--- config.mk ---
export PLATFORM = sky130hd
export DESIGN_NAME = fcmp_arbiter
export DESIGN_NICKNAME = d
export VERILOG_FILES = /design/src/rtl/fcmp_arbiter.sv
export SDC_FILE = /design/constraint.sdc
export NUM_CORES = 1
export LEC_CHECK = 0
export BUFFER_PORTS_ARGS = -buffer_cell sky130_fd_sc_hd__buf_4
export CAP_MARGIN = 10
export CORE_AREA = 2 2 127 129
export CTS_CLUSTER_SIZE = 24
export DETAILED_ROUTE_END_ITERATION = 8
export DIE_AREA = 0 0 129 131
export GPL_TIMING_DRIVEN = 0
export PLACE_DENSITY = 0.59
export SLEW_MARGIN = 20
export SYNTH_ARGS = -nofsm -noshare
export SYNTH_HDL_FRONTEND = slang
export SYNTH_SLANG_ARGS = --single-unit
--- constraint.sdc ---
create_clock -name clk -period 1.8 [get_ports clk]
set_input_delay 0.36 -clock clk [delete_from_list [all_inputs] [get_ports clk]]
set_output_delay 0.36 -clock clk [all_outputs]
set_load 0.05 [all_outputs]
--- src/rtl/fcmp_arbiter.sv ---
// fcmp_arbiter: shares one pipelined FP compare unit between two issue lanes with a
// round-robin grant, in-flight tag tracking and credit-protected response FIFOs.
module fcmp_arbiter #(
    parameter int CMP_LAT   = 1,
    parameter int TAG_W     = 6,
    parameter int RES_DEPTH = 2
) (
    input  logic                 clk,
    input  logic                 rst,
    input  logic [1:0]           req_valid,
    output logic [1:0]           req_ready,
    input  logic [3:0]           req_op,
    input  logic [63:0]          req_x,
    input  logic [63:0]          req_y,
    input  logic [2*TAG_W-1:0]   req_tag,
    output logic                 cmp_issue,
    output logic [1:0]           cmp_op,
    output logic [31:0]          cmp_x,
    output logic [31:0]          cmp_y,
    input  logic [31:0]          cmp_z,
    output logic [1:0]           rsp_valid,
    input  logic [1:0]           rsp_ready,
    output logic [63:0]          rsp_data,
    output logic [2*TAG_W-1:0]   rsp_tag
);

    localparam int CNT_W = $clog2(RES_DEPTH + 1);
    localparam int PTR_W = (RES_DEPTH > 1) ? $clog2(RES_DEPTH) : 1;
    localparam logic [CNT_W-1:0] DEPTH_C  = CNT_W'(RES_DEPTH);
    localparam logic [PTR_W-1:0] LAST_PTR = PTR_W'(RES_DEPTH - 1);

    typedef struct packed {
        logic             valid;
        logic             lane;
        logic [TAG_W-1:0] tag;
    } track_t;

    logic [CNT_W-1:0] credit_cnt [2];
    logic             last_grant;
    logic [1:0]       eligible;
    logic [1:0]       grant;
    logic [TAG_W-1:0] issue_tag;
    track_t           issue_entry;
    track_t           pipe [CMP_LAT];
    track_t           pipe_out;
    logic [1:0]       push;
    logic [1:0]       pop;
    logic             unused_cmp_hi;

    // Credits count buffered plus in-flight results, so a grant never outruns FIFO space.
    assign eligible[0] = req_valid[0] && (credit_cnt[0] < DEPTH_C);
    assign eligible[1] = req_valid[1] && (credit_cnt[1] < DEPTH_C);

    always_comb begin
        // NOTE: default assignment first so every path drives grant and no latch is inferred
        grant = 2'b00;
        unique case (eligible)
            2'b01:   grant = 2'b01;
            2'b10:   grant = 2'b10;
            2'b11:   grant = last_grant ? 2'b01 : 2'b10;
            default: grant = 2'b00;
        endcase
    end

    assign req_ready = grant;
    assign cmp_issue = |grant;
    assign cmp_op    = grant[1] ? req_op[3:2]   : req_op[1:0];
    assign cmp_x     = grant[1] ? req_x[63:32]  : req_x[31:0];
    assign cmp_y     = grant[1] ? req_y[63:32]  : req_y[31:0];
    assign issue_tag = grant[1] ? req_tag[TAG_W +: TAG_W] : req_tag[0 +: TAG_W];

    assign issue_entry   = {cmp_issue, grant[1], issue_tag};
    assign unused_cmp_hi = ^cmp_z[31:1];

    // NOTE: sequential state uses non-blocking assignments so all registers update together
    always_ff @(posedge clk) begin
        if (!rst) begin
            last_grant    <= 1'b1;
            credit_cnt[0] <= '0;
            credit_cnt[1] <= '0;
        end else begin
            if (|grant) begin
                last_grant <= grant[1];
            end
            for (int i = 0; i < 2; i++) begin
                credit_cnt[i] <= credit_cnt[i] + CNT_W'(grant[i]) - CNT_W'(pop[i]);
            end
        end
    end

    // Ownership pipeline mirrors the compare unit depth; its tail lines up with cmp_z.
    always_ff @(posedge clk) begin
        if (!rst) begin
            for (int s = 0; s < CMP_LAT; s++) begin
                pipe[s] <= '0;
            end
        end else begin
            pipe[0] <= issue_entry;
            for (int s = 1; s < CMP_LAT; s++) begin
                pipe[s] <= pipe[s-1];
            end
        end
    end

    assign pipe_out = pipe[CMP_LAT-1];
    assign push[0]  = pipe_out.valid && !pipe_out.lane;
    assign push[1]  = pipe_out.valid &&  pipe_out.lane;

    for (genvar l = 0; l < 2; l++) begin : g_lane
        logic [TAG_W:0]   mem [RES_DEPTH];
        logic [PTR_W-1:0] wr_ptr;
        logic [PTR_W-1:0] rd_ptr;
        logic [CNT_W-1:0] count;
        logic             full;

        assign rsp_valid[l] = (count != '0);
        assign full         = (count == DEPTH_C);
        assign pop[l]       = rsp_valid[l] && rsp_ready[l];

        // Outputs are gated by occupancy so an empty FIFO always presents zeros.
        assign rsp_data[32*l +: 32]      = rsp_valid[l] ? {31'b0, mem[rd_ptr][TAG_W]} : 32'b0;
        assign rsp_tag[TAG_W*l +: TAG_W] = rsp_valid[l] ? mem[rd_ptr][TAG_W-1:0] : '0;

        // NOTE: storage is not reset; count alone decides which entries are live
        always_ff @(posedge clk) begin
            if (push[l]) begin
                mem[wr_ptr] <= {cmp_z[0], pipe_out.tag};
            end
        end

        always_ff @(posedge clk) begin
            if (!rst) begin
                wr_ptr <= '0;
                rd_ptr <= '0;
                count  <= '0;
            end else begin
                if (push[l]) begin
                    wr_ptr <= (wr_ptr == LAST_PTR) ? '0 : wr_ptr + 1'b1;
                end
                if (pop[l]) begin
                    rd_ptr <= (rd_ptr == LAST_PTR) ? '0 : rd_ptr + 1'b1;
                end
                count <= count + CNT_W'(push[l]) - CNT_W'(pop[l]);
            end
        end

        overflow_check: assert property (@(posedge clk) disable iff (!rst)
            !(push[l] && full && !pop[l]));
    end

endmodule

==> flow_summary.yaml <==
floorplanning:
  placementRows: 46
  die_height_microns: 131
  initial_core_util_pct: 22.4
  dieArea_sq_um: 16900
  core-area_sq_um: 15600
  die_w_microns: 129
  ios: 329
clock_tree:
  cts_tree: "done"
  clk_latency_ns: 0.28
  numCtsBuffers: 5
  cts.sinks: 51
  htreeDepth: 2
  clockRootBuffer: "clkbuf_16"
  clkTransAtPathRegs_ns: 0.06
  cts_buffer_depth: 2
critical_path:
  required_ns: 1.44
  end_kind: "output port"
  cp_cell_sequence: "or2b_4 -> nor2_8 -> buf_12 -> buf_12 -> mux2_4 -> buf_6"
  cp-start-kind: "flop"
  cp.buffers_inverters: 3
  crit_top_cell: "buf_12"
  ff2ff_setup_slack_ns: 0.09
  critPathMaxStageDelay_ns: 0.33
  crit_type: "reg2out"
  cp_slowest_cell: "dfxtp_2"
  cp_max_fo: 10
  path_delay_family: "buffers and inverters"
  arrival_ns: 1.84
synth:
  ys_ff_latch: 51
  ys_warn_count: 0
  yosysTopAreaCell: "edfxtp_1"
  synth_edf_count: 28
  syn_area_sq_um: 3490
  synthFlopType: "edfxtp_1"
  post_synth.cell_area_avg_sq_um: 11.3
  synth_area_leaders: "edfxtp_1 24%, buf_4 14%, dfxtp_1 13%"
  synth_cell_types: 35
  synth-seq-area-share_pct: 37.3
  async_flop_share_pct: 0
  synth_top_area_share_pct: 24.1
  synth_cells: 310
final_layout:
  finalCoreUtilization_pct: 41.9
  syn2layout_area_growth_pct: 87.0
  layout_common_cells: "249 x buf_4, 62 x conb_1, 55 x mux2_4"
  drive_gt1_share_pct: 64.6
  mostFrequentLayoutCell: "buf_4"
  layout.nets: 810
flow_run:
  cap_viol_max_count: 0
timing:
  fin_skew_ns: 0.00324
  finalSetupViolations: 68
  fmax_mhz: 455
  worst_pin_slew_ns: 0.659
  slew_violations: 0
  worst_hold_slack_ns: 0.285
  finalHoldViolCount: 0
  finalCriticalPeriod_ns: 2.20
  rsz0062_at_grt: "yes"
  worst_slack_ns: -0.396
  slew_headroom_pct: 56.0
  finalCritPeriodShare_pct: 122
detailed_routing:
  drt_iter0_markers: 118
  first_pass_iters: 4
  wl_per_cell_microns: 14.2
  vias: 3210
  ant_nets: 0
  drc_errors: 0
  wirelength_mm: 12.0
  via_per_inst: 3.81
global_routing:
  antenna_found_initial: 2
  overflow: 0
  track_usage_pct: 12.7
  grt_pass1_wl_mm: 16.4
  grt_max_degree: 16
  first_global_vias: 3170
run_status:
  outcome: "finished with violations"
  violations: "negative setup slack"
hold_path:
  worst_hold_path_type: "in2reg"
power_and_ir_drop:
  p_leak_uw: 0.00326
  seq_power_share_pct: 23.0
  pwr-share-comb_pct: 61.0
  p_clk_share_pct: 15.9
  p_sw_uw: 2740
  ir_drop_mv: 0.452
  swShare_pct: 42.5
  power.total_uw: 6440
  internal_power_uw: 3700
  powerDensity_nw_per_um2: 986
placement:
  portBuffers: 235
  gp_congestion: 0.845
  hpwl_mm: 9.86
[Yosys cell counts, types with 3 or more instances]
master and count:
xnor2_1 3, nand3_1 7, nor2b_1 4, a21oi_1 8
nand2_1 3, dfxtp_1 23, clkbuf_1 5, mux2_4 29
mux2_2 37, buf_12 4, ha_1 5, buf_4 65
nor2_1 27, o21ai_0 10, xor2_1 5, and2_1 5
edfxtp_1 28, mux2i_1 16, inv_1 10
[flip-flops by register name, indices dropped and copies added (netlist names), named ones only]
name	cells
g_lane.rd_ptr	2
credit_cnt	4
g_lane.count	4
g_lane.mem	28
last_grant	1
g_lane.wr_ptr	2
pipe	8
[power by group through the flow]
stage	sequential, uW	clock (uW)	combinational [uW]
after floorplan	1460	0	2550
after global placement	1480	0	3450
after detailed placement	1480	0	3470
after CTS	1480	1040	3850
after global routing	1500	1100	4110
final	1480	1030	3930
[area by class of cell]
class                           instances  area (sq um)
Clock inverter                          3          38.8
Multi-Input combinational cell        234          1900
Antenna cell                            2          5.00
Timing Repair Buffer                  248          2240
Buffer                                 72           598
Clock buffer                            5           125
Tap cell                              216           270
Sequential cell                        51          1310
Inverter                               11          41.3
Fill cell                            1499          9070
[per-stage QoR]
step / setup TNS (ns) / area [sq um] / instances / worst slack (ns)
finish: -23.96 / 6530 / 842 / -0.396
global route: -27.92 / 6530 / 840 / -0.452
CTS: -25.35 / 6400 / 837 / -0.414
detailed placement: -18.38 / 5770 / 822 / -0.336
global placement: -17.03 / 5770 / 822 / -0.313
floorplan: -0.306 / 3730 / 371 / -0.0322
[path summary, 6_finish.rpt]
check,startpoint,end,cells past startpoint
worst min-delay path,cmp_z[0],g_lane[1].mem[1][6],1
worst max-delay path,credit_cnt[0][3],cmp_y[16],6
worst max register to register,credit_cnt[0][3],credit_cnt[0][1],8
worst min register to register,pipe[0][0],g_lane[0].mem[1][0],0
[timing repair]
action,CTS,global route
setup endpoints to repair,83,79
pin swaps,1,0
cloned,2,1
hold buffers,0,0
buffers inserted,7,3
gates resized for setup,99,27
endpoints found under the hold margin,0,0
[logic make-up (layout without fill, tap and decap cells)]
| logic type | count (synthesis) | count (layout) | share of synthesized area (%) |
|---|---|---|---|
| AOI/OAI and AO/OA | 22 | 22 | 3.48 |
| xor gates and xnor gates | 8 | 8 | 2.01 |
| adders and majority gates | 5 | 5 | 1.79 |
| buffers and inverters | 86 | 339 | 18.3 |
| DFF | 51 | 51 | 37.3 |
| muxes | 82 | 82 | 29.0 |
| other | 1 | 64 | 0.107 |
| and+or+nand+nor | 55 | 55 | 8.06 |
[routing by layer]
layer  vias up  track usage, %  routed length (microns)
met5         -               0                        0
met4         0            2.30                      142
met3        12            3.30                      922
met2       187            23.2                     6120
met1      1438            15.1                     4780
li1       1573               -                        -
Note: power is estimated with default switching activity, not from simulation.
